### src/rtl/dp_sink_aux_responder.sv
// Sink-side native AUX responder: decodes requests, answers ACK/NACK/DEFER, serves a
// three-window DPCD map (capability, link configuration, status) and exports link config.
module dp_sink_aux_responder #(
  parameter logic [7:0] DPCD_REV                 = 8'h12,
  parameter logic [7:0] MAX_LINK_RATE            = 8'h14,
  parameter logic [7:0] MAX_LANE_COUNT           = 8'h04,
  parameter logic [7:0] TRAINING_AUX_RD_INTERVAL = 8'h00
) (
  input  logic        clk,
  input  logic        rst_n,
  input  logic        REQ_Start,
  input  logic [3:0]  REQ_CMD,
  input  logic [19:0] REQ_Address,
  input  logic [7:0]  REQ_LEN,
  input  logic [7:0]  REQ_Data,
  input  logic        REQ_Data_VLD,
  input  logic        Sink_Busy,
  input  logic [15:0] LANE_STATUS,
  input  logic [7:0]  ALIGN_STATUS,
  input  logic        RPL_Ready,
  output logic [1:0]  RPL_ACK,
  output logic        RPL_ACK_VLD,
  output logic [7:0]  RPL_Data,
  output logic        RPL_Data_VLD,
  output logic [7:0]  LINK_BW_SET,
  output logic [4:0]  LANE_COUNT_SET,
  output logic [1:0]  TPS_SET
);

  typedef enum logic [1:0] {IDLE, WR_COLLECT, SEND_ACK, RD_DATA} state_t;

  localparam logic [1:0] CODE_ACK   = 2'b00;
  localparam logic [1:0] CODE_NACK  = 2'b01;
  localparam logic [1:0] CODE_DEFER = 2'b10;

  localparam logic [1:0] WIN_CAP  = 2'd0;
  localparam logic [1:0] WIN_CFG  = 2'd1;
  localparam logic [1:0] WIN_STS  = 2'd2;
  localparam logic [1:0] WIN_NONE = 2'd3;

  state_t      state_q, state_d;
  logic [1:0]  win_q, win_d;
  logic [3:0]  off_q, off_d;
  logic [7:0]  len_q, len_d;
  logic [7:0]  idx_q, idx_d;
  logic [1:0]  code_q, code_d;
  logic        is_rd_q, is_rd_d;
  logic [1:0]  ack_q, ack_d;
  logic        ack_vld_q, ack_vld_d;
  logic [7:0]  data_q, data_d;
  logic        data_vld_q, data_vld_d;
  logic [7:0]  cfg_q [16];
  logic [7:0]  cfg_d [16];

  logic [1:0]  req_win;
  logic [8:0]  req_span;
  logic        req_ok;
  logic [1:0]  req_code;
  logic [3:0]  rd_off;
  logic [3:0]  wr_off;
  logic [7:0]  rd_byte;

  always_comb begin
    case (REQ_Address[19:4])
      16'h0000: req_win = WIN_CAP;
      16'h0010: req_win = WIN_CFG;
      16'h0020: req_win = WIN_STS;
      default:  req_win = WIN_NONE;
    endcase
    // a 9-bit sum so that offset+length past the window end cannot wrap back into it
    req_span = 9'(REQ_Address[3:0]) + 9'(REQ_LEN);
    req_ok   = ((REQ_CMD == 4'b1000) || (REQ_CMD == 4'b1001)) &&
               (REQ_LEN <= 8'd15) && (req_win != WIN_NONE) && (req_span <= 9'd15);
    if (Sink_Busy) begin
      req_code = CODE_DEFER;
    end else if (req_ok) begin
      req_code = CODE_ACK;
    end else begin
      req_code = CODE_NACK;
    end
  end

  // First byte comes out on the ACK handshake, later ones one past the accepted count
  always_comb begin
    rd_off  = (state_q == SEND_ACK) ? off_q : (off_q + idx_q[3:0] + 4'd1);
    wr_off  = off_q + idx_q[3:0];
    rd_byte = 8'h00;
    case (win_q)
      WIN_CAP: begin
        case (rd_off)
          4'h0:    rd_byte = DPCD_REV;
          4'h1:    rd_byte = MAX_LINK_RATE;
          4'h2:    rd_byte = {3'b000, MAX_LANE_COUNT[4:0]};
          4'hE:    rd_byte = TRAINING_AUX_RD_INTERVAL;
          default: rd_byte = 8'h00;
        endcase
      end
      WIN_CFG: rd_byte = cfg_q[rd_off];
      WIN_STS: begin
        case (rd_off)
          4'h2:    rd_byte = LANE_STATUS[7:0];
          4'h3:    rd_byte = LANE_STATUS[15:8];
          4'h4:    rd_byte = ALIGN_STATUS;
          default: rd_byte = 8'h00;
        endcase
      end
      default: rd_byte = 8'h00;
    endcase
  end

  always_comb begin
    state_d    = state_q;
    win_d      = win_q;
    off_d      = off_q;
    len_d      = len_q;
    idx_d      = idx_q;
    code_d     = code_q;
    is_rd_d    = is_rd_q;
    ack_d      = ack_q;
    ack_vld_d  = ack_vld_q;
    data_d     = data_q;
    data_vld_d = data_vld_q;
    cfg_d      = cfg_q;

    case (state_q)
      IDLE: begin
        if (REQ_Start) begin
          win_d   = req_win;
          off_d   = REQ_Address[3:0];
          len_d   = REQ_LEN;
          code_d  = req_code;
          is_rd_d = (REQ_CMD == 4'b1001);
          idx_d   = 8'd0;
          // native writes always deliver their bytes, even when they will be refused
          if (REQ_CMD == 4'b1000) begin
            state_d = WR_COLLECT;
          end else begin
            state_d   = SEND_ACK;
            ack_d     = req_code;
            ack_vld_d = 1'b1;
          end
        end
      end

      WR_COLLECT: begin
        if (REQ_Data_VLD) begin
          if ((code_q == CODE_ACK) && (win_q == WIN_CFG)) begin
            cfg_d[wr_off] = REQ_Data;
          end
          if (idx_q == len_q) begin
            state_d   = SEND_ACK;
            ack_d     = code_q;
            ack_vld_d = 1'b1;
          end else begin
            idx_d = idx_q + 8'd1;
          end
        end
      end

      SEND_ACK: begin
        if (RPL_Ready) begin
          ack_vld_d = 1'b0;
          ack_d     = CODE_ACK;
          if (is_rd_q && (code_q == CODE_ACK)) begin
            state_d    = RD_DATA;
            idx_d      = 8'd0;
            data_d     = rd_byte;
            data_vld_d = 1'b1;
          end else begin
            state_d = IDLE;
          end
        end
      end

      RD_DATA: begin
        if (RPL_Ready) begin
          if (idx_q == len_q) begin
            state_d    = IDLE;
            data_d     = 8'h00;
            data_vld_d = 1'b0;
          end else begin
            idx_d  = idx_q + 8'd1;
            data_d = rd_byte;
          end
        end
      end

      default: state_d = IDLE;
    endcase
  end

  always_ff @(posedge clk or negedge rst_n) begin
    if (!rst_n) begin
      state_q    <= IDLE;
      win_q      <= WIN_CAP;
      off_q      <= 4'd0;
      len_q      <= 8'd0;
      idx_q      <= 8'd0;
      code_q     <= CODE_ACK;
      is_rd_q    <= 1'b0;
      ack_q      <= 2'b00;
      ack_vld_q  <= 1'b0;
      data_q     <= 8'h00;
      data_vld_q <= 1'b0;
      for (int i = 0; i < 16; i++) begin
        cfg_q[i] <= 8'h00;
      end
    end else begin
      state_q    <= state_d;
      win_q      <= win_d;
      off_q      <= off_d;
      len_q      <= len_d;
      idx_q      <= idx_d;
      code_q     <= code_d;
      is_rd_q    <= is_rd_d;
      ack_q      <= ack_d;
      ack_vld_q  <= ack_vld_d;
      data_q     <= data_d;
      data_vld_q <= data_vld_d;
      cfg_q      <= cfg_d;
    end
  end

  assign RPL_ACK        = ack_q;
  assign RPL_ACK_VLD    = ack_vld_q;
  assign RPL_Data       = data_q;
  assign RPL_Data_VLD   = data_vld_q;
  assign LINK_BW_SET    = cfg_q[0];
  assign LANE_COUNT_SET = cfg_q[1][4:0];
  assign TPS_SET        = cfg_q[2][1:0];

endmodule
### config.mk
export PLATFORM = sky130hd
export DESIGN_NAME = dp_sink_aux_responder
export DESIGN_NICKNAME = d
export VERILOG_FILES = /design/src/rtl/dp_sink_aux_responder.sv
export SDC_FILE = /design/constraint.sdc
export NUM_CORES = 1
export LEC_CHECK = 0
export ABC_CLOCK_PERIOD_IN_PS = 7800
export CAP_MARGIN = 20
export CORE_MARGIN = 5
export CORE_UTILIZATION = 50
export CTS_BUF_LIST = sky130_fd_sc_hd__clkbuf_4
export CTS_CLUSTER_DIAMETER = 30
export CTS_CLUSTER_SIZE = 40
export DETAILED_ROUTE_END_ITERATION = 8
export GPL_ROUTABILITY_DRIVEN = 0
export GPL_TIMING_DRIVEN = 1
export PLACE_DENSITY_LB_ADDON = 0.12
export SYNTH_ARGS = -nofsm -noshare
export SYNTH_HDL_FRONTEND = slang
export SYNTH_SLANG_ARGS = --single-unit
### constraint.sdc
create_clock -name clk -period 7.8 [get_ports clk]
set_input_delay 1.95 -clock clk [delete_from_list [all_inputs] [get_ports clk]]
set_output_delay 1.95 -clock clk [all_outputs]
set_load 0.01 [all_outputs]
=== Word level (Yosys, flattened, before mapping) ===
Cells that the tools add are included.

* Equality and inequality tests: 23
* Muxes and demuxes: 51
* Bitwise logic cells: 2
* Reduce and logical (&&, ||, !) cells: 21
* $add $sub $neg: 4
* Magnitude comparators: 5

{| class="wikitable"
|+ Operators by type and width
! kind !! number
|-
| bitwise mux 128 bit || 1
|-
| 2-to-1 mux 8 bit || 13
|-
| case mux 8 bit (3 select lines) || 2
|-
| binary-select mux 8 bit (select 4 bit) || 1
|-
| demux 8 bit (select 4 bit) || 1
|-
| case mux 8 bit (4 select lines) || 1
|-
| 2-to-1 mux 2 bit || 14
|-
| == test 16 x 5 -> 1 bit, second input constant || 1
|-
| == test 16 x 6 -> 1 bit, second input constant || 1
|-
| logical NOT 16 bit || 1
|-
| inequality test 2 bit, second input constant || 8
|-
| case mux 8 bit (2 select lines) || 1
|-
| case mux 5 bit (3 select lines) || 1
|-
| case mux 2 bit (3 select lines) || 2
|-
| AND reduction 6 bit || 2
|-
| >= comparator 5 bit, second input constant || 2
|-
| 2-to-1 mux 1 bit || 10
|-
| NOT 4 -> 5 bit || 2
|-
| AND reduction 5 bit || 2
|-
| adder 4 x 8 -> 9 bit || 1
|-
| <= comparator 9 x 4 -> 1 bit, second input constant || 1
|-
| adder 8 x 1 -> 8 bit, second input constant || 1
|-
| == test 4 x 2 -> 1 bit, second input constant || 2
|-
| == test 4 bit, second input constant || 2
|-
| other kinds (23) || 33
|}

* Register bits after elaboration: 167
* Logic and storage cells: 133
* Output and inout port bits: 27

=== Longest topological paths before layout ===
Gate-level depths: netlist of run 1.

* Depth in word-level cells: 11
* Depth in mapped cells: 12
* Gate-level depth less buffers: 10

=== Worst setup path after synthesis of run 1 ===
Ideal clock, no wire load.

* Path kind: input to register
* Start: input port REQ_Address[0]
* End: register ack_q[0] (netlist: RPL_ACK[0])
* Path slack: 4.458 ns
* Setup time: 0.145 ns
* Data required time: 7.655 ns
* Arrival time: 3.197 ns
* Cell stages on the path: 9
* Path buffers: 0
* Path through: ha_1 -> fa_1 -> a21o_1 -> nand2_1 -> nand4_1 -> o21ai_0 -> nor2_1 -> a31oi_1 -> a21oi_1

* Longest elaborated chain between the ends: 8

{| class="wikitable"
|+ RTL lines
! element !! line !! source
|-
| start: declaration || 13 || <nowiki>input logic [19:0] REQ_Address,</nowiki>
|-
| adder 4 x 8 -> 9 bit || 71 || <nowiki>req_span = 9'(REQ_Address[3:0]) + 9'(REQ_LEN);</nowiki>
|-
| <= comparator 9 x 4 -> 1 bit || 73 || <nowiki>(REQ_LEN <= 8'd15) && (req_win != WIN_NONE) && (req_span <= 9'd15);</nowiki>
|-
| logical AND 1 bit || 73 ||
|-
| 2-to-1 mux 1 bit || 76 || <nowiki>end else if (req_ok) begin</nowiki>
|-
| 2-to-1 mux 2 bit || 74 || <nowiki>if (Sink_Busy) begin</nowiki>
|-
| 2-to-1 mux 2 bit || 135 || <nowiki>if (REQ_CMD == 4'b1000) begin</nowiki>
|-
| 2-to-1 mux 2 bit || 127 || <nowiki>if (REQ_Start) begin</nowiki>
|-
| case mux 2 bit (3 select lines) || 125 || <nowiki>case (state_q)</nowiki>
|-
| end signal: assignment || 216 || <nowiki>ack_q <= ack_d;</nowiki>
|-
| end: declaration || 48 || <nowiki>logic [1:0] ack_q, ack_d;</nowiki>
|}

Every way passes these cells. The select of a mux whose other input is x is not followed.
A chain may end at the register's enable or synchronous reset.

=== Final worst setup path of run 1 ===
* Start: register off_q[0]
* End: register data_q[6] (netlist: RPL_Data[6])

* Longest elaborated chain between the ends: 11

{| class="wikitable"
|+ RTL lines
! element !! line !! source
|-
| start: declaration || 43 || <nowiki>logic [3:0] off_q, off_d;</nowiki>
|-
| start signal: assignment || 196 || <nowiki>off_q <= 4'd0;</nowiki>
|-
| start signal: assignment || 211 || <nowiki>off_q <= off_d;</nowiki>
|-
| adder 4 bit || 85 || <nowiki>rd_off = (state_q == SEND_ACK) ? off_q : (off_q + idx_q[3:0] + 4'd1);</nowiki>
|-
| adder 4 x 1 -> 4 bit || 85 ||
|-
| 2-to-1 mux 4 bit (*) || 85 ||
|-
| NOT 4 -> 5 bit (implied by the code) || 98 || <nowiki>WIN_CFG: rd_byte = cfg_q[rd_off];</nowiki>
|-
| binary-select mux 8 bit (select 4 bit) || 98 ||
|-
| 2-to-1 mux 8 bit (implied by the code) (2 in series) || 98 ||
|-
| case mux 8 bit (3 select lines) (*) || 88 || <nowiki>case (win_q)</nowiki>
|-
| 2-to-1 mux 8 bit (on tied branches) || 177, 164 ||
|-
| 2-to-1 mux 8 bit (on tied branches) || 176, 161 ||
|-
| case mux 8 bit (2 select lines) (*) || 125 ||
|-
| end signal: assignment || 218 || <nowiki>data_q <= data_d;</nowiki>
|-
| end: declaration || 50 || <nowiki>logic [7:0] data_q, data_d;</nowiki>
|}

Mark *: on every way between the ends. The rest lies on a longest branch, timed or not. The select of a mux whose other input is x is not followed.

==> flow_results.xml, run 1 <==
<?xml version="1.0" encoding="UTF-8"?>
<metrics>
  <group name="route">
    <metric name="ant_nets" unit="">0</metric>
    <metric name="vias" unit="">6265</metric>
    <metric name="post_drt_wl_per_cell" unit="µm">22.3</metric>
    <metric name="detail_route.drc_violations" unit="">0</metric>
    <metric name="drt-vias-per-instance" unit="">6.07</metric>
    <metric name="detailed_route_iter0_violations" unit="">384</metric>
    <metric name="finalWirelength" unit="mm">23.0</metric>
    <metric name="drt_first_pass_iters" unit="">6</metric>
  </group>
  <group name="min_path">
    <metric name="worstHoldPathType" unit="">reg -&gt; reg</metric>
  </group>
  <group name="global_routing">
    <metric name="via_count_of_the_first_global_routing_pass" unit="">6598</metric>
    <metric name="grtUsageTotal" unit="%">23.4</metric>
    <metric name="grt_antenna_before_repair" unit="">1</metric>
    <metric name="grt_first_pass_wirelength" unit="mm">36.9</metric>
    <metric name="globalRoute.totalOverflow" unit="">0</metric>
    <metric name="largest_net_degree_at_the_start_of_global_routing" unit="">102</metric>
  </group>
  <group name="place">
    <metric name="placement.io_buffers" unit="">96</metric>
    <metric name="place_inst" unit="">999</metric>
    <metric name="post_dp_cell_area" unit="µm²">9830</metric>
    <metric name="preCtsSetupSlack" unit="ps">3600</metric>
    <metric name="dpl.hpwl" unit="mm">16.5</metric>
  </group>
  <group name="timing">
    <metric name="timing_max_transition_violations_final" unit="">0</metric>
    <metric name="whs" unit="ps">514</metric>
    <metric name="worst_case_setup_margin_in_the_final_layout" unit="ps">3850</metric>
    <metric name="grt_setup_unrepaired" unit="">false</metric>
    <metric name="timing.final.crit_share" unit="%">50.7</metric>
    <metric name="setup_violation_total_in_the_final_timing_report" unit="">0</metric>
    <metric name="period_minus_slack" unit="ps">3950</metric>
    <metric name="finalClockSkew" unit="ps">19.3</metric>
    <metric name="finalHoldViolations" unit="">0</metric>
    <metric name="setup_tns" unit="ps">0</metric>
    <metric name="fmax" unit="MHz">253</metric>
    <metric name="slew_headroom" unit="%">26.2</metric>
    <metric name="tightest_slew" unit="ps">1100</metric>
  </group>
  <group name="power_and_ir_drop">
    <metric name="p_int" unit="mW">1.64</metric>
    <metric name="switching_power" unit="mW">1.25</metric>
    <metric name="comb_power_share" unit="%">47.5</metric>
    <metric name="seqPwrFrac" unit="%">34.5</metric>
    <metric name="switching_share" unit="%">43.3</metric>
    <metric name="peakVddDrop" unit="mV">0.149</metric>
    <metric name="leakagePower" unit="nW">4.57</metric>
    <metric name="power_per_cell_area" unit="nW/µm²">285</metric>
    <metric name="power.clock.fraction" unit="%">18.0</metric>
  </group>
  <group name="run_status">
    <metric name="run_status" unit="">complete, no violations</metric>
  </group>
  <group name="yosys">
    <metric name="ys_warn_count" unit="">0</metric>
    <metric name="number_of_synthesized_flops_with_an_enable_pin" unit="">0</metric>
    <metric name="synth_flop_cell" unit="">dfrtp_1</metric>
    <metric name="syn_nets" unit="">807</metric>
    <metric name="synthArstFlopShare" unit="%">100</metric>
    <metric name="netlist_instances" unit="">720</metric>
    <metric name="average_footprint_of_a_synthesized_cell" unit="µm²">12.2</metric>
    <metric name="post_synth_num_cell_types" unit="">67</metric>
    <metric name="post_synth_instance_area" unit="µm²">8790</metric>
    <metric name="ys_seq_area_share" unit="%">47.5</metric>
    <metric name="postSynthRegisterBits" unit="">167</metric>
  </group>
  <group name="clock_tree">
    <metric name="clk_root_buffer_cell" unit="">clkbuf_4</metric>
    <metric name="post_cts.resized_instances" unit="">0</metric>
    <metric name="clock-sinks" unit="">167</metric>
    <metric name="clkSlewWorstSetupHoldPaths" unit="ps">140</metric>
    <metric name="buffer_count_from_post_cts_setup_fixing" unit="">0</metric>
    <metric name="clock_path_buffers" unit="">2</metric>
    <metric name="cts_htree_levels" unit="">4</metric>
    <metric name="cts_hold_repair.buffers" unit="">0</metric>
    <metric name="tritoncts_clock_tree" unit="">done</metric>
    <metric name="worstSkewPairLatency" unit="ps">560</metric>
    <metric name="tritoncts.num_buffers" unit="">17</metric>
  </group>
  <group name="final_layout">
    <metric name="area_growth_syn_to_layout" unit="%">15.0</metric>
    <metric name="fillCellCount" unit="">1399</metric>
    <metric name="final_design_area_no_fill" unit="µm²">10100</metric>
    <metric name="share_of_final_layout_standard_cells_stronger_than_drive_strength_1" unit="%">27.8</metric>
    <metric name="fin_cells" unit="">1032</metric>
    <metric name="final_stage_net_count" unit="">880</metric>
  </group>
  <group name="setup_path">
    <metric name="timing.setup.critical_path_class" unit="">reg -&gt; reg</metric>
    <metric name="worstPathRequired" unit="ps">8240</metric>
    <metric name="critPathLaunchType" unit="">flop</metric>
    <metric name="cp.arrival" unit="ps">4390</metric>
    <metric name="crit_path_end_kind" unit="">flop</metric>
    <metric name="worstPathMaxFanout" unit="">27</metric>
  </group>
  <group name="floorplan">
    <metric name="initial_core_util" unit="%">50.8</metric>
    <metric name="placeableCoreArea" unit="µm²">17300</metric>
    <metric name="die-width" unit="µm">143</metric>
    <metric name="rows" unit="">48</metric>
    <metric name="dieArea" unit="µm²">20300</metric>
    <metric name="num_io_pins" unit="">97</metric>
    <metric name="fp.dieH" unit="µm">143</metric>
  </group>
  <group name="flow_run">
    <metric name="maxCapViolCount" unit="">0</metric>
  </group>
</metrics>
Yosys cell counts (all sizes together), types with 3 or more instances:
library cell  instances  area share (%)
dfrtp               167              48
mux2                144              18
nand2                39             1.7
nor2                 36             1.8
buf                  29             2.2
o21ai                27             1.7
mux4                 21             5.4
nand3                21             1.2
clkbuf               20            0.87
a211oi               17             1.6
ha                   15             2.1
inv                  14            0.60
and3                 12            0.85
nor4                 12            0.93
mux2i                11             1.3
nand4                11            0.78
nor3                 11            0.74
xnor2                11             1.1
a22oi                 9            0.77
a21oi                 8            0.46
and2                  8            0.57
xor2                  7            0.70
a31oi                 5            0.36
o21a                  4            0.36
o21bai                4            0.34
o31ai                 4            0.34
a211o                 3            0.30
a21o                  3            0.26
a22o                  3            0.30
a311o                 3            0.34
and4                  3            0.30
nand3b                3            0.26
nor2b                 3            0.21
o211ai                3            0.26
or3                   3            0.21
power groups by stage:
| stage | Clock, mW | Sequential (mW) | Combinational (mW) |
|---|---|---|---|
| detailed placement | 0 | 1.01 | 1.36 |
| floorplan | 0 | 1.00 | 0.949 |
| CTS | 0.533 | 0.997 | 1.37 |
| finish | 0.518 | 0.997 | 1.37 |
| global placement | 0 | 1.01 | 1.36 |
| global route | 0.571 | 1.01 | 1.48 |
final timing paths:
| path | endpoint | cells past startpoint | start | slack, ps |
|---|---|---|---|---|
| setup / recovery | RPL_Data[6]$_DFFE_PN0P_ | 10 | off_q[0]$_DFFE_PN0P_ | 3850 |
| hold / removal | RPL_Data[7]$_DFFE_PN0P_ | 2 | RPL_Data[7]$_DFFE_PN0P_ | 510 |
| setup reg to reg | RPL_Data[6]$_DFFE_PN0P_ | 10 | off_q[0]$_DFFE_PN0P_ | 3850 |
| hold reg to reg | RPL_Data[7]$_DFFE_PN0P_ | 2 | RPL_Data[7]$_DFFE_PN0P_ | 510 |
| max in group asynchronous | cfg_q[38]$_DFFE_PN0P_ | 2 | rst_n | 4880 |
| min in group asynchronous | off_q[1]$_DFFE_PN0P_ | 1 | rst_n | 1440 |
kinds of logic (layout without fill, tap and decap cells):
family,count (synthesis),after routing,share of synthesized area (%)
other,0,1,0
multiplexers,176,176,25.1
flip-flops,167,167,47.5
XOR/XNOR,19,19,2.05
AND/OR/NAND/NOR,172,172,10.4
AO/OA/AOI/OAI,106,106,8.68
buffers and inverters,63,149,3.66
adder cells (fa/ha/maj),17,17,2.59
sequential cells by signal (all words and copies together) (netlist names), 4 cells and up:
name / flops
len_q: 8
idx_q: 8
cfg_q: 113
off_q: 4
LANE_COUNT_SET: 5
LINK_BW_SET: 8
RPL_Data: 8
placed cells by master, fill, tap and decap left out, types with 14 or more instances in the layout:
master and n:
clkdlybuf4s50_1 95, clkbuf_4 19, dfrtp_1 167, nand2_1 38, nor2_1 28, nand3_1 21, mux4_2 21, o21ai_0 24
mux2_2 143, ha_1 15, a211oi_1 15, inv_1 14
worst max-delay path: stages, from the launching register on:
cell and delay, ps:
dfrtp_1 480, ha_1 270, fa_1 610, ha_1 230
xnor3_1 280, o21ai_4 790, mux2i_1 330, a22oi_1 90
a211oi_1 480, or4_1 200, nand4_1 70
per-stage QoR:
stage          util [%]  total power, mW
2_1_floorplan         -             1.95
3_3_place_gp       56.8             2.37
3_5_place_dp       56.8             2.38
4_1_cts            58.5             2.90
5_1_grt            58.5             3.05
6_report           58.5             2.89
area by class of cell:
class	instances	area, µm²	share of cell area (%)
timing repair buffer	103	1010	10.0
clock inverter	13	141	1.40
antenna	1	2.50	0.0247
sequential	167	4180	41.3
inverter	14	52.6	0.520
multi-input combinational	490	4300	42.5
tap	225	282	2.78
clock buffer	19	143	1.41
layer usage:
| metal | track usage, % | share of wire, % | routed length [µm] | vias up |
|---|---|---|---|---|
| met5 | 0 | 0 | 0 | - |
| met4 | 8.45 | 2.8 | 646 | 0 |
| met3 | 4.07 | 4.9 | 1120 | 32 |
| met2 | 38.6 | 50 | 11600 | 183 |
| met1 | 31.2 | 42 | 9620 | 3245 |
| li1 | - | - | - | 2805 |
Power figures use the tool's default switching activity.
==> run 2: changes to the inputs <==
--- a/config.mk
+++ b/config.mk
@@ -5,7 +5,7 @@
 export SDC_FILE = /design/constraint.sdc
 export NUM_CORES = 1
 export LEC_CHECK = 0
-export ABC_CLOCK_PERIOD_IN_PS = 7800
+export ABC_CLOCK_PERIOD_IN_PS = 3600
 export CAP_MARGIN = 20
 export CORE_MARGIN = 5
 export CORE_UTILIZATION = 50
==> constraint.sdc (replaced) <==
create_clock -name clk -period 3.6 [get_ports clk]
set_input_delay 0.9 -clock clk [delete_from_list [all_inputs] [get_ports clk]]
set_output_delay 0.9 -clock clk [all_outputs]
set_load 0.01 [all_outputs]
==> run 2 against run 1 <==
Against the previous run: clock power is 100% higher; sequential power is 120% higher; power is 120% higher; highest routed layer unchanged; critical path depth is 1 lower; via count is 1.3% higher; fmax is 14% higher; count of clock-buffer cells in the layout is 1 lower; sequential share of layout area is 0.64 points lower; first-iteration DRC count is 0.26% lower; die area stayed put; largest cell class unchanged.
==> flow_results.xml, run 2 (synthesis gave the netlist of run 1 again) <==
<?xml version="1.0" encoding="UTF-8"?>
<metrics>
  <group name="clock_tree">
    <metric name="clk_root_buffer_cell" unit="">clkbuf_4</metric>
    <metric name="clock-sinks" unit="">167</metric>
    <metric name="clock_path_buffers" unit="">2</metric>
    <metric name="clkSlewWorstSetupHoldPaths" unit="ps">140</metric>
    <metric name="buffer_count_from_post_cts_setup_fixing" unit="">0</metric>
    <metric name="cts_hold_repair.buffers" unit="">0</metric>
    <metric name="worstSkewPairLatency" unit="ps">590</metric>
    <metric name="post_cts.resized_instances" unit="">0</metric>
    <metric name="cts_htree_levels" unit="">4</metric>
    <metric name="tritoncts_clock_tree" unit="">done</metric>
    <metric name="tritoncts.num_buffers" unit="">17</metric>
  </group>
  <group name="global_routing">
    <metric name="largest_net_degree_at_the_start_of_global_routing" unit="">76</metric>
    <metric name="grt_antenna_before_repair" unit="">1</metric>
    <metric name="grtUsageTotal" unit="%">24.3</metric>
    <metric name="globalRoute.totalOverflow" unit="">0</metric>
    <metric name="grt_first_pass_wirelength" unit="mm">38.2</metric>
    <metric name="via_count_of_the_first_global_routing_pass" unit="">6843</metric>
  </group>
  <group name="route">
    <metric name="post_drt_wl_per_cell" unit="µm">22.5</metric>
    <metric name="detailed_route_iter0_violations" unit="">383</metric>
    <metric name="m1WireLength" unit="mm">9.62</metric>
    <metric name="detail_route.drc_violations" unit="">0</metric>
    <metric name="ant_nets" unit="">0</metric>
    <metric name="wl_met3" unit="mm">1.25</metric>
    <metric name="dr.max_layer_used" unit="">met4</metric>
    <metric name="drt-vias-per-instance" unit="">6.04</metric>
    <metric name="drt_first_pass_iters" unit="">4</metric>
    <metric name="vias" unit="">6344</metric>
    <metric name="wl_met2" unit="mm">11.9</metric>
    <metric name="finalWirelength" unit="mm">23.6</metric>
  </group>
  <group name="setup_path">
    <metric name="biggest_cell_delay_along_the_critical_path" unit="ps">590</metric>
    <metric name="r2r_setup_slack" unit="ps">130</metric>
    <metric name="critPathLaunchType" unit="">flop</metric>
    <metric name="critical_path_buf_inv_count" unit="">1</metric>
    <metric name="worst_r2r_dst" unit="">RPL_Data[1]$_DFFE_PN0P_</metric>
    <metric name="crit_path_end_kind" unit="">flop</metric>
    <metric name="worstPathMaxFanout" unit="">16</metric>
    <metric name="worst_flop_to_flop_path_startpoint" unit="">idx_q[0]$_DFFE_PN0P_</metric>
    <metric name="critical_path_cell_count" unit="">9</metric>
    <metric name="worstPathRequired" unit="ps">4090</metric>
    <metric name="cp.arrival" unit="ps">3960</metric>
    <metric name="cp-endpoint" unit="">RPL_Data[1]$_DFFE_PN0P_</metric>
    <metric name="path_cells" unit="">ha_1 &gt; fa_1 &gt; inv_1 &gt; o32a_1 &gt; a211oi_2 &gt; o21a_2 &gt; nor2_1 &gt; mux2_1 &gt; o31ai_1</metric>
    <metric name="critPathSlowestCell" unit="">fa_1</metric>
    <metric name="timing.setup.critical_path_class" unit="">reg -&gt; reg</metric>
    <metric name="worst_r2r_path_depth" unit="">9</metric>
    <metric name="worst_path_dominant_cell_family" unit="">compound AO/OA/AOI/OAI gates</metric>
    <metric name="startpoint" unit="">idx_q[0]$_DFFE_PN0P_</metric>
  </group>
  <group name="floorplan">
    <metric name="rows" unit="">48</metric>
    <metric name="placeableCoreArea" unit="µm²">17300</metric>
    <metric name="initial_core_util" unit="%">50.8</metric>
    <metric name="dieArea" unit="µm²">20300</metric>
    <metric name="die-width" unit="µm">143</metric>
    <metric name="num_io_pins" unit="">97</metric>
    <metric name="fp.dieH" unit="µm">143</metric>
  </group>
  <group name="run_status">
    <metric name="run_status" unit="">complete, no violations</metric>
  </group>
  <group name="place">
    <metric name="placement.io_buffers" unit="">96</metric>
    <metric name="dpl.hpwl" unit="mm">17.3</metric>
    <metric name="place_inst" unit="">1017</metric>
  </group>
  <group name="timing">
    <metric name="setup_violation_total_in_the_final_timing_report" unit="">0</metric>
    <metric name="grt_setup_unrepaired" unit="">false</metric>
    <metric name="tightest_slew" unit="ps">931</metric>
    <metric name="fmax" unit="MHz">288</metric>
    <metric name="timing_max_transition_violations_final" unit="">0</metric>
    <metric name="finalHoldViolations" unit="">0</metric>
    <metric name="setup_tns" unit="ps">0</metric>
    <metric name="whs" unit="ps">294</metric>
    <metric name="finalClockSkew" unit="ps">19.1</metric>
    <metric name="timing.final.crit_share" unit="%">96.4</metric>
    <metric name="slew_headroom" unit="%">37.4</metric>
    <metric name="period_minus_slack" unit="ps">3470</metric>
  </group>
  <group name="final_layout">
    <metric name="share_of_final_layout_standard_cells_stronger_than_drive_strength_1" unit="%">29.2</metric>
    <metric name="final_stage_net_count" unit="">898</metric>
    <metric name="largest_register_ffs" unit="">113</metric>
    <metric name="final_util" unit="%">59.4</metric>
    <metric name="layout.cells.most_common_list" unit="">dfrtp_1, mux2_2, clkdlybuf4s50_1</metric>
    <metric name="fin_cells" unit="">1050</metric>
    <metric name="fillCellCount" unit="">1412</metric>
    <metric name="final_common_cell" unit="">dfrtp_1</metric>
    <metric name="sequential_cell_area" unit="µm²">4180</metric>
    <metric name="area_growth_syn_to_layout" unit="%">16.9</metric>
    <metric name="multiInputGateArea" unit="µm²">4310</metric>
    <metric name="register_with_the_most_flip_flops" unit="">cfg_q</metric>
  </group>
  <group name="power_and_ir_drop">
    <metric name="power_per_cell_area" unit="nW/µm²">618</metric>
    <metric name="peakVddDrop" unit="mV">0.333</metric>
    <metric name="leakagePower" unit="nW">4.66</metric>
  </group>
  <group name="flow_run">
    <metric name="maxCapViolCount" unit="">0</metric>
  </group>
  <group name="min_path">
    <metric name="worstHoldPathType" unit="">in -&gt; async</metric>
  </group>
</metrics>
[run 2: cell types whose count changed in the layout (fill, tap and decap cells not counted), sizes merged]
cell      delta
clkbuf       -1
clkinv       +1
bufinv       -1
inv          -1
clkinvlp     +2
buf         +18
[run 2: cell type report]
| class | count | share of cell area (%) |
|---|---|---|
| diodes | 1 | 0.0244 |
| clock buffers | 18 | 1.32 |
| clock inverters | 14 | 1.21 |
| inverters | 14 | 0.511 |
| multi-input cells | 490 | 42.0 |
| flip-flops and latches | 167 | 40.7 |
| well taps | 225 | 2.74 |
| repair buffers | 121 | 11.6 |
[run 2: report_power, final]
part | internal, mW | switching [mW] | leakage (nW) | total, mW
Combinational | 1.26 | 1.89 | 2.24 | 3.15
Sequential | 2.02 | 0.131 | 2.29 | 2.15
Clock | 0.355 | 0.694 | 0.134 | 1.05
Total | 3.64 | 2.72 | 4.66 | 6.35
[run 2: routing by layer]
metal | global-route usage (%) | vias to the layer above
li1 | - | 2836
met1 | 31.5 | 3243
met2 | 40.3 | 207
met3 | 5.11 | 58
met4 | 9.20 | 0
met5 | 0 | -
[run 2: worst min-delay path by stage]
stage	from	cells past startpoint	end	slack, ps
after floorplan	cfg_q[108]$_DFFE_PN0P_	1	cfg_q[108]$_DFFE_PN0P_	470
after global placement	cfg_q[12]$_DFFE_PN0P_	1	cfg_q[12]$_DFFE_PN0P_	480
after detailed placement	cfg_q[32]$_DFFE_PN0P_	1	cfg_q[32]$_DFFE_PN0P_	490
after CTS	rst_n	1	cfg_q[62]$_DFFE_PN0P_	300
after global routing	rst_n	1	cfg_q[62]$_DFFE_PN0P_	300
final	rst_n	1	cfg_q[78]$_DFFE_PN0P_	290
[run 2: through the flow]
| step | power (mW) | setup WS (ps) | area [µm²] |
|---|---|---|---|
| finish | 6.35 | 131 | 10300 |
| global route | 6.75 | 29.9 | 10300 |
| detailed placement | 5.31 | 100 | 10000 |
| CTS | 6.37 | 113 | 10300 |
| global placement | 5.26 | 262 | 10000 |
| floorplan | 4.22 | 543 | 8790 |
==> run 3: changes to the inputs <==
--- a/config.mk
+++ b/config.mk
@@ -8,7 +8,7 @@
 export ABC_CLOCK_PERIOD_IN_PS = 3600
 export CAP_MARGIN = 20
 export CORE_MARGIN = 5
-export CORE_UTILIZATION = 50
+export CORE_UTILIZATION = 53
 export CTS_BUF_LIST = sky130_fd_sc_hd__clkbuf_4
 export CTS_CLUSTER_DIAMETER = 30
 export CTS_CLUSTER_SIZE = 40
==> run 3 against run 2 <==
Against the previous run: setup slack gained 70 ps; count of clock-buffer cells in the layout unchanged; largest power group unchanged; sequential share of layout area hardly changed; critical endpoint is now RPL_Data[7]$_DFFE_PN0P_; hold slack improved by 30 ps; wire length down 0.59%; non-clock buffer count is 4 lower; combinational power is 3% lower; largest cell class unchanged.
==> flow_results.xml, run 3 (synthesis gave the netlist of run 1 again) <==
<?xml version="1.0" encoding="UTF-8"?>
<metrics>
  <group name="floorplan">
    <metric name="num_io_pins" unit="">97</metric>
    <metric name="fp.dieH" unit="µm">139</metric>
    <metric name="rows" unit="">47</metric>
    <metric name="dieArea" unit="µm²">19300</metric>
    <metric name="placeableCoreArea" unit="µm²">16400</metric>
    <metric name="initial_core_util" unit="%">53.6</metric>
    <metric name="die-width" unit="µm">139</metric>
  </group>
  <group name="power_and_ir_drop">
    <metric name="power.clock.fraction" unit="%">18.5</metric>
    <metric name="seqPwrFrac" unit="%">33.6</metric>
    <metric name="comb_power_share" unit="%">47.9</metric>
    <metric name="p_int" unit="mW">3.72</metric>
    <metric name="switching_share" unit="%">41.9</metric>
    <metric name="total_power" unit="mW">6.40</metric>
    <metric name="switching_power" unit="mW">2.68</metric>
    <metric name="peakVddDrop" unit="mV">0.420</metric>
    <metric name="power_per_cell_area" unit="nW/µm²">622</metric>
    <metric name="leakagePower" unit="nW">4.66</metric>
  </group>
  <group name="setup_path">
    <metric name="startpoint" unit="">idx_q[0]$_DFFE_PN0P_</metric>
    <metric name="worstPathMaxFanout" unit="">16</metric>
    <metric name="worst_flop_to_flop_path_startpoint" unit="">idx_q[0]$_DFFE_PN0P_</metric>
    <metric name="worst_r2r_path_depth" unit="">9</metric>
    <metric name="cp.arrival" unit="ps">3900</metric>
    <metric name="timing.setup.critical_path_class" unit="">reg -&gt; reg</metric>
    <metric name="worst_r2r_dst" unit="">RPL_Data[7]$_DFFE_PN0P_</metric>
    <metric name="r2r_setup_slack" unit="ps">200</metric>
    <metric name="crit_path_end_kind" unit="">flop</metric>
    <metric name="worstPathRequired" unit="ps">4110</metric>
    <metric name="critPathLaunchType" unit="">flop</metric>
  </group>
  <group name="global_routing">
    <metric name="grtUsageTotal" unit="%">24.9</metric>
    <metric name="grt_first_pass_wirelength" unit="mm">37.9</metric>
    <metric name="grt_antenna_before_repair" unit="">0</metric>
    <metric name="largest_net_degree_at_the_start_of_global_routing" unit="">76</metric>
    <metric name="via_count_of_the_first_global_routing_pass" unit="">6958</metric>
    <metric name="globalRoute.totalOverflow" unit="">0</metric>
  </group>
  <group name="route">
    <metric name="drt_first_pass_iters" unit="">5</metric>
    <metric name="drt-vias-per-instance" unit="">6.11</metric>
    <metric name="finalWirelength" unit="mm">23.5</metric>
    <metric name="ant_nets" unit="">0</metric>
    <metric name="post_drt_wl_per_cell" unit="µm">22.6</metric>
    <metric name="detail_route.drc_violations" unit="">0</metric>
    <metric name="vias" unit="">6354</metric>
    <metric name="detailed_route_iter0_violations" unit="">353</metric>
  </group>
  <group name="timing">
    <metric name="slew_headroom" unit="%">32.3</metric>
    <metric name="finalClockSkew" unit="ps">18.2</metric>
    <metric name="worst_case_setup_margin_in_the_final_layout" unit="ps">201</metric>
    <metric name="tightest_slew" unit="ps">1010</metric>
    <metric name="timing_max_transition_violations_final" unit="">0</metric>
    <metric name="period_minus_slack" unit="ps">3400</metric>
    <metric name="timing.final.crit_share" unit="%">94.4</metric>
    <metric name="finalHoldViolations" unit="">0</metric>
    <metric name="fmax" unit="MHz">294</metric>
    <metric name="setup_tns" unit="ps">0</metric>
    <metric name="setup_violation_total_in_the_final_timing_report" unit="">0</metric>
  </group>
  <group name="place">
    <metric name="place_inst" unit="">1008</metric>
    <metric name="preCtsSetupSlack" unit="ps">189</metric>
    <metric name="dpl.hpwl" unit="mm">17.0</metric>
    <metric name="post_dp_cell_area" unit="µm²">9960</metric>
    <metric name="placement.io_buffers" unit="">96</metric>
  </group>
  <group name="clock_tree">
    <metric name="clock_path_buffers" unit="">2</metric>
    <metric name="clk_root_buffer_cell" unit="">clkbuf_4</metric>
    <metric name="clkSlewWorstSetupHoldPaths" unit="ps">140</metric>
    <metric name="cts_htree_levels" unit="">4</metric>
    <metric name="buffer_count_from_post_cts_setup_fixing" unit="">0</metric>
    <metric name="tritoncts.num_buffers" unit="">17</metric>
    <metric name="worstSkewPairLatency" unit="ps">570</metric>
    <metric name="tritoncts_clock_tree" unit="">done</metric>
    <metric name="clock-sinks" unit="">167</metric>
    <metric name="cts_hold_repair.buffers" unit="">0</metric>
  </group>
  <group name="final_layout">
    <metric name="final_design_area_no_fill" unit="µm²">10300</metric>
    <metric name="largest_register_ffs" unit="">113</metric>
    <metric name="share_of_final_layout_standard_cells_stronger_than_drive_strength_1" unit="%">29.2</metric>
    <metric name="register_with_the_most_flip_flops" unit="">cfg_q</metric>
    <metric name="area_growth_syn_to_layout" unit="%">17.0</metric>
    <metric name="final_stage_net_count" unit="">894</metric>
    <metric name="layout.cells.most_common_list" unit="">dfrtp_1, mux2_2, clkdlybuf4s50_1</metric>
    <metric name="final_common_cell" unit="">dfrtp_1</metric>
    <metric name="fin_cells" unit="">1040</metric>
  </group>
  <group name="min_path">
    <metric name="worstHoldPathType" unit="">in -&gt; async</metric>
  </group>
  <group name="run_status">
    <metric name="run_status" unit="">complete, no violations</metric>
  </group>
  <group name="flow_run">
    <metric name="maxCapViolCount" unit="">0</metric>
  </group>
</metrics>
-- run 3: cell types whose count changed in the layout (fill, tap and decap cells not counted), sizes merged --
| cell | previous run | this run |
|---|---|---|
| buf | 26 | 22 |
| bufinv | 1 | 3 |
| clkinv | 5 | 3 |
| clkinvlp | 3 | 2 |
-- run 3: timing repair --
item / 4_1_cts / 5_1_grt
setup endpoints to repair: 0 / 5
gates resized for setup: 0 / 3
endpoints found under the hold margin: 0 / 0
-- run 3: per-layer routing --
metal,global-route usage [%],vias to the layer above,part of all wire (%)
li1,-,2837,-
met1,30.3,3255,40
met2,42.7,199,51
met3,5.48,63,5.3
met4,10.8,0,3.8
met5,0,-,0
-- run 3: worst max path at each step --
stage | end | cells past startpoint | slack (ps)
after floorplan | RPL_Data[5]$_DFFE_PN0P_ | 11 | 540
after global placement | RPL_Data[6]$_DFFE_PN0P_ | 9 | 230
after detailed placement | RPL_Data[6]$_DFFE_PN0P_ | 9 | 190
after CTS | RPL_Data[6]$_DFFE_PN0P_ | 9 | 130
after global routing | RPL_Data[5]$_DFFE_PN0P_ | 9 | -0.02
final | RPL_Data[7]$_DFFE_PN0P_ | 9 | 200
-- run 3: critical path, cell delays in order, from the launching register on --
cell and delay (ps):
dfrtp_1 460, ha_1 260, fa_1 600, inv_1 110, o32a_1 360, a211oi_2 470
nor3_4 190, nor4_2 590, nand3_1 170, nand3_1 120
-- run 3: power by group through the flow --
stage	Clock, mW	Combinational (mW)	Sequential, mW
finish	1.18	3.06	2.15
global placement	0	2.96	2.18
detailed placement	0	3.02	2.18
CTS	1.20	3.04	2.15
floorplan	0	2.06	2.17
global route	1.30	3.30	2.17
-- run 3: per-stage QoR --
step                hold slack, ps  util, %
floorplan                      472        -
finish                         324     62.7
global route                   330     62.7
CTS                            320     62.6
detailed placement             490     60.7
global placement               483     60.7
-- run 3: area by class of cell --
type	count	area, µm²
clock inverters	13	168
well taps	220	275
clock buffers	18	135
flip-flops and latches	167	4180
fillers	1243	6120
inverters	14	52.6
multi-input cells	490	4320
diodes	1	2.50
repair buffers	117	1150
